## src/rtl/byte_fetch_if.sv

```systemverilog
// Request/response and memory bus of the byte fetch unit.
// The slave modport is the fetch unit; the master modport is the core plus the byte memory.
interface byte_fetch_if;
  logic        req_valid;
  logic        req_ready;
  logic [7:0]  req_addr;
  logic [7:0]  address_out;
  logic [7:0]  data_in;
  logic        instr_valid;
  logic        instr_ready;
  logic [31:0] instr_out;
  logic [7:0]  pc_out;

  modport slave (
    input  req_valid, req_addr, data_in, instr_ready,
    output req_ready, address_out, instr_valid, instr_out, pc_out
  );

  modport master (
    output req_valid, req_addr, data_in, instr_ready,
    input  req_ready, address_out, instr_valid, instr_out, pc_out
  );
endinterface

```

## src/rtl/byte_fetch_unit.sv

```systemverilog
// Fetches four bytes from a byte-wide memory with one cycle of read latency.
// It assembles them into a 32-bit instruction word and holds the word until the consumer takes it.
//
// state | meaning
// IDLE  | waiting for a request, req_ready high
// FETCH | issuing addresses and collecting bytes, cnt 0..4
// HOLD  | instruction word valid, waiting for instr_ready
module byte_fetch_unit #(
  parameter bit BIG_ENDIAN = 1'b1
) (
  input  logic              clk,
  input  logic              rst,
  input  logic              flush,
  output logic              busy,
  byte_fetch_if.slave       bus
);

  typedef enum logic [1:0] {IDLE, FETCH, HOLD} state_t;

  state_t      state_q, state_d;
  logic [2:0]  cnt_q, cnt_d;
  logic [7:0]  base_q, base_d;
  logic [7:0]  addr_q, addr_d;
  logic [7:0]  pc_q, pc_d;
  logic [31:0] buf_q, buf_d;
  logic [31:0] instr_q, instr_d;
  logic        valid_q, valid_d;
  logic        ready_q, ready_d;
  logic        busy_q, busy_d;
  logic [1:0]  lane;
  logic [4:0]  lsb;
  logic [7:0]  offs;

  always_comb begin
    state_d = state_q;
    cnt_d   = cnt_q;
    base_d  = base_q;
    addr_d  = addr_q;
    pc_d    = pc_q;
    buf_d   = buf_q;
    instr_d = instr_q;
    valid_d = valid_q;
    lane    = cnt_q[1:0] - 2'd1;
    lsb     = BIG_ENDIAN ? (5'd24 - {lane, 3'b000}) : {lane, 3'b000};
    // Next address is base + min(cnt+1, 3): the last byte address repeats while its data returns.
    offs    = (cnt_q >= 3'd2) ? 8'd3 : {5'd0, cnt_q} + 8'd1;

    if (flush) begin
      state_d = IDLE;
      cnt_d   = 3'd0;
      valid_d = 1'b0;
    end else begin
      case (state_q)
        IDLE: begin
          if (bus.req_valid) begin
            base_d  = {bus.req_addr[7:2], 2'b00};
            pc_d    = {bus.req_addr[7:2], 2'b00};
            addr_d  = {bus.req_addr[7:2], 2'b00};
            cnt_d   = 3'd0;
            state_d = FETCH;
          end
        end
        FETCH: begin
          if (cnt_q != 3'd0) buf_d[lsb +: 8] = bus.data_in;
          if (cnt_q == 3'd4) begin
            instr_d = buf_d;
            valid_d = 1'b1;
            cnt_d   = 3'd0;
            state_d = HOLD;
          end else begin
            cnt_d  = cnt_q + 3'd1;
            addr_d = base_q + offs;
          end
        end
        HOLD: begin
          if (bus.instr_ready) begin
            valid_d = 1'b0;
            state_d = IDLE;
          end
        end
        default: state_d = IDLE;
      endcase
    end

    ready_d = (state_d == IDLE);
    busy_d  = (state_d != IDLE);
  end

  always_ff @(posedge clk) begin
    if (rst) begin
      state_q <= IDLE;
      cnt_q   <= 3'd0;
      base_q  <= 8'h00;
      addr_q  <= 8'h00;
      pc_q    <= 8'h00;
      buf_q   <= 32'h0;
      instr_q <= 32'h0;
      valid_q <= 1'b0;
      ready_q <= 1'b1;
      busy_q  <= 1'b0;
    end else begin
      state_q <= state_d;
      cnt_q   <= cnt_d;
      base_q  <= base_d;
      addr_q  <= addr_d;
      pc_q    <= pc_d;
      buf_q   <= buf_d;
      instr_q <= instr_d;
      valid_q <= valid_d;
      ready_q <= ready_d;
      busy_q  <= busy_d;
    end
  end

  assign bus.req_ready   = ready_q;
  assign bus.address_out = addr_q;
  assign bus.instr_valid = valid_q;
  assign bus.instr_out   = instr_q;
  assign bus.pc_out      = pc_q;
  assign busy            = busy_q;

endmodule

```

## src/flat_wrapper.sv

```systemverilog
// flat-port wrapper written by rule: the top's interface ports become plain ports
module byte_fetch_unit_flat 
#(
  parameter bit BIG_ENDIAN = 1'b1
)
  (clk, rst, flush, busy, bus_req_valid, bus_req_addr, bus_data_in, bus_instr_ready, bus_req_ready, bus_address_out, bus_instr_valid, bus_instr_out, bus_pc_out);
  byte_fetch_if bus_i ();
  input  logic clk;
  input  logic rst;
  input  logic flush;
  output logic busy;
  input wire logic [$bits(bus_i.req_valid)-1:0] bus_req_valid;
  input wire logic [$bits(bus_i.req_addr)-1:0] bus_req_addr;
  input wire logic [$bits(bus_i.data_in)-1:0] bus_data_in;
  input wire logic [$bits(bus_i.instr_ready)-1:0] bus_instr_ready;
  output wire logic [$bits(bus_i.req_ready)-1:0] bus_req_ready;
  output wire logic [$bits(bus_i.address_out)-1:0] bus_address_out;
  output wire logic [$bits(bus_i.instr_valid)-1:0] bus_instr_valid;
  output wire logic [$bits(bus_i.instr_out)-1:0] bus_instr_out;
  output wire logic [$bits(bus_i.pc_out)-1:0] bus_pc_out;
  assign bus_i.req_valid = bus_req_valid;
  assign bus_i.req_addr = bus_req_addr;
  assign bus_i.data_in = bus_data_in;
  assign bus_i.instr_ready = bus_instr_ready;
  assign bus_req_ready = bus_i.req_ready;
  assign bus_address_out = bus_i.address_out;
  assign bus_instr_valid = bus_i.instr_valid;
  assign bus_instr_out = bus_i.instr_out;
  assign bus_pc_out = bus_i.pc_out;
  byte_fetch_unit #(.BIG_ENDIAN(BIG_ENDIAN)) u_core (.clk(clk), .rst(rst), .flush(flush), .busy(busy), .bus(bus_i));
endmodule
```

## config.mk

```make
export PLATFORM = sky130hd
export DESIGN_NAME = byte_fetch_unit_flat
export DESIGN_NICKNAME = d
export VERILOG_FILES = /design/src/rtl/byte_fetch_if.sv /design/src/rtl/byte_fetch_unit.sv /design/src/flat_wrapper.sv
export SDC_FILE = /design/constraint.sdc
export NUM_CORES = 1
export LEC_CHECK = 0
export CAP_MARGIN = 0
export CORE_MARGIN = 3
export CORE_UTILIZATION = 35
export CTS_BUF_LIST = sky130_fd_sc_hd__clkbuf_8
export CTS_CLUSTER_SIZE = 28
export DETAILED_ROUTE_END_ITERATION = 6
export PLACE_DENSITY = 0.66
export SLEW_MARGIN = 20
export SYNTH_ARGS = -nofsm -noshare
export SYNTH_HDL_FRONTEND = slang
export SYNTH_SLANG_ARGS = --single-unit
```

## constraint.sdc

```tcl
create_clock -name clk -period 2.8 [get_ports clk]
set_input_delay 0.56 -clock clk [delete_from_list [all_inputs] [get_ports clk]]
set_output_delay 0.56 -clock clk [all_outputs]
set_load 0.01 [all_outputs]
```

==> metrics.yaml <==
yosysSeqAreaShare_pct: 44.9
drt-total-wl_um: 8140
finalSetupTns_ps: 0
fin_nets: 482
period_share_pct: 90.6
path_delay_family: "adder cells"
multiInputGateArea_um2: 1760
grt_pass1_wl_um: 13700
core_um2: 9460
synthXorXnorAreaFrac_pct: 0.755
h-tree-depth: 3
initialDrtViolationCount: 157
io_buffer_count: 67
cts_resized: 0
leakagePower_nw: 1.61
syn_inst: 397
hold_class: "register to register"
post_cts_buffers: 0
slowest_stage: "fa_1"
grt_pass1_vias: 2739
gp_congestion: 0.801
max_freq_ghz: 0.394
clock_latency_ps: 350
cp_cell_sequence: "inv_1 -> ha_1 -> nor3_1 -> and2_1 -> ha_1 -> inv_1 -> fa_1 -> nand3b_1 -> xor2_1 -> a211o_1 -> a21oi_1"
dpl.hpwl_um: 5790
clock-root-buffer: "clkbuf_8"
yosys.area_share.simple_pct: 21.1
slowest_delay_ps: 390
status: "completed"
vias_per_cell: 4.84
die-height_um: 106
drt-pass1-iter-count: 4
dpl.cell_count: 570
async_reset_ff_share_pct: 0
clk_pin_slew_ps: 90
ant_nets: 0
rsz0062_at_grt: "no"
nFillCells: 947
final_cell_count_no_fill: 586
worst_slew_pin_slew_ps: 939
clockBufferDepth: 2
vias: 2836
cp.depth: 11
die-area_um2: 11200
cts_tree: "built"
antenna_found_initial: 0
drcViolationCount: 0
maxSlewHeadroom_pct: 37.1
die_w_um: 106
fin_util_pct: 47.0
hold_depth: 2
syn_avg_cell_area_um2: 8.77
synth_mux_area_share_pct: 8.05
grt_max_degree: 51
start_kind: "register"
rr_worst_depth: 11
worstSetupEndpointType: "register"
ys_types: 42
finalCriticalPeriod_ps: 2540
grtUsageTotal_pct: 15.0
initial_core_util_pct: 36.8
synth-compound-area-share_pct: 16.6
worstPathRequired_ps: 3080
seqCellArea_um2: 1560
synth-edff-count: 0
drive_above_1_share_pct: 7.00
yosysWarnings: 0
routed_wire_length_per_instance_um: 13.9
antennaDiodeCount: 0
syn2layout_area_growth_pct: 27.8
synth_top_family_by_area: "simple AND/OR/NAND/NOR gates"
hold_viol_final: 0
power_density_nw_per_um2: 516
max-vdd-ir-drop_mv: 0.209
hold_buffers: 0
io_pins: 72
rows: 35
setup_viol: 0
fin_skew_ps: 13.0
path_max_fanout: 4
cts.sinks: 78
syn_area_um2: 3480
grt-ovfl-total: 0
synth_fa_ha_area_share_pct: 3.45
maxCapViolations: 0
crit_arrival_ps: 2820
cts-buffers-inserted: 9
slew_violations: 0
crit_buf_inv: 2
synth-seq-cells: 78
crit_type: "register to register"
synth_ff_type: "dfxtp_1"
synthesized netlist by cell type, types with 2 or more instances:
library cell / n / area, um2
o211ai_1: 2 / 15.0
a32oi_1: 3 / 26.3
nand3b_1: 3 / 22.5
buf_2: 11 / 55.1
dfxtp_1: 78 / 1560
or3_1: 2 / 12.5
nor2_1: 91 / 342
o21bai_1: 2 / 15.0
nand3_1: 2 / 10.0
nand2_1: 29 / 109
o21ai_0: 3 / 15.0
ha_1: 8 / 100
inv_1: 6 / 22.5
a211oi_1: 49 / 368
xor2_1: 3 / 26.3
a21oi_1: 17 / 85.1
buf_4: 6 / 45.0
nand2b_1: 13 / 81.3
buf_1: 2 / 7.51
nand2_2: 3 / 18.8
conb_1: 2 / 7.51
nor3_1: 5 / 25.0
nor2b_1: 2 / 12.5
clkbuf_1: 10 / 37.5
mux2i_1: 28 / 280
cell families after synthesis:
logic type | Yosys count
adder cells (fa/ha/maj) | 9
other | 2
flip-flops | 78
buffers and inverters | 36
XOR/XNOR | 3
multiplexers | 28
AND/OR/NAND/NOR | 159
AO/OA/AOI/OAI | 82
worst min-delay path: cells and delay by family, from the launching register on:
kind,cells,cell delay (ps)
AND/OR/NAND/NOR,1,50
flip-flops,1,310
AO/OA/AOI/OAI,1,50
placed cells by master, fill, tap and decap left out, types with 3 or more instances in the layout:
master / count
dfxtp_1: 78
mux2i_1: 28
a32oi_1: 3
buf_4: 4
clkdlybuf4s50_1: 66
nand2_2: 3
a211oi_1: 49
inv_1: 6
clkbuf_8: 9
a21oi_1: 17
conb_1: 4
nor2_1: 91
nand2_1: 29
ha_1: 8
xor2_1: 3
o21ai_0: 3
nand3b_1: 3
nand2b_1: 13
nor3_1: 4
where the power goes:
part / internal [mW] / total [mW] / leakage, nW / switching, mW
logic: 0.0809 / 0.177 / 0.872 / 0.0956
clock network: 0.514 / 0.969 / 0.108 / 0.454
registers: 1.13 / 1.15 / 0.632 / 0.0171
sequential cells by signal, indices dropped and copies added (netlist names), 2 cells and up:
signal / cells
u_core.bus.address_out: 8
u_core.cnt_q: 3
u_core.buf_q: 24
u_core.bus.instr_out: 32
u_core.base_q: 6
u_core.state_q: 2
routing by layer:
layer / GRT usage [%] / wire (um) / up-vias
li1: - / - / 1475
met4: 4.44 / 84 / 0
met2: 23.4 / 3720 / 52
met5: 0 / 0 / -
met1: 20.6 / 3990 / 1303
met3: 3.86 / 345 / 6
stage by stage:
step	power (mW)	hold WS, ps	instance area (um2)	worst slack [ps]
after floorplan	1.28	476	3490	313
after global placement	1.35	445	4220	344
after detailed placement	1.35	448	4220	298
after CTS	2.32	459	4450	277
after global routing	2.38	475	4450	103
final	2.30	454	4450	262
worst paths after layout:
check | to | start | slack [ps]
hold reg to reg | u_core.bus.instr_out[0] | u_core.bus.instr_out[0] | 450
setup reg to reg | u_core.bus.address_out[6] | u_core.cnt_q[0] | 260
hold / removal | u_core.bus.instr_out[0] | u_core.bus.instr_out[0] | 450
setup / recovery | u_core.bus.address_out[6] | u_core.cnt_q[0] | 260
layout make-up:
type,instances,share of cell area [%]
multi-input combinational,285,39.5
sequential,78,35.1
timing repair buffer,72,16.1
tap,129,3.63
clock buffer,9,2.78
clock inverter,7,2.33
inverter,6,0.506
Note: power is estimated with default switching activity, not from simulation.
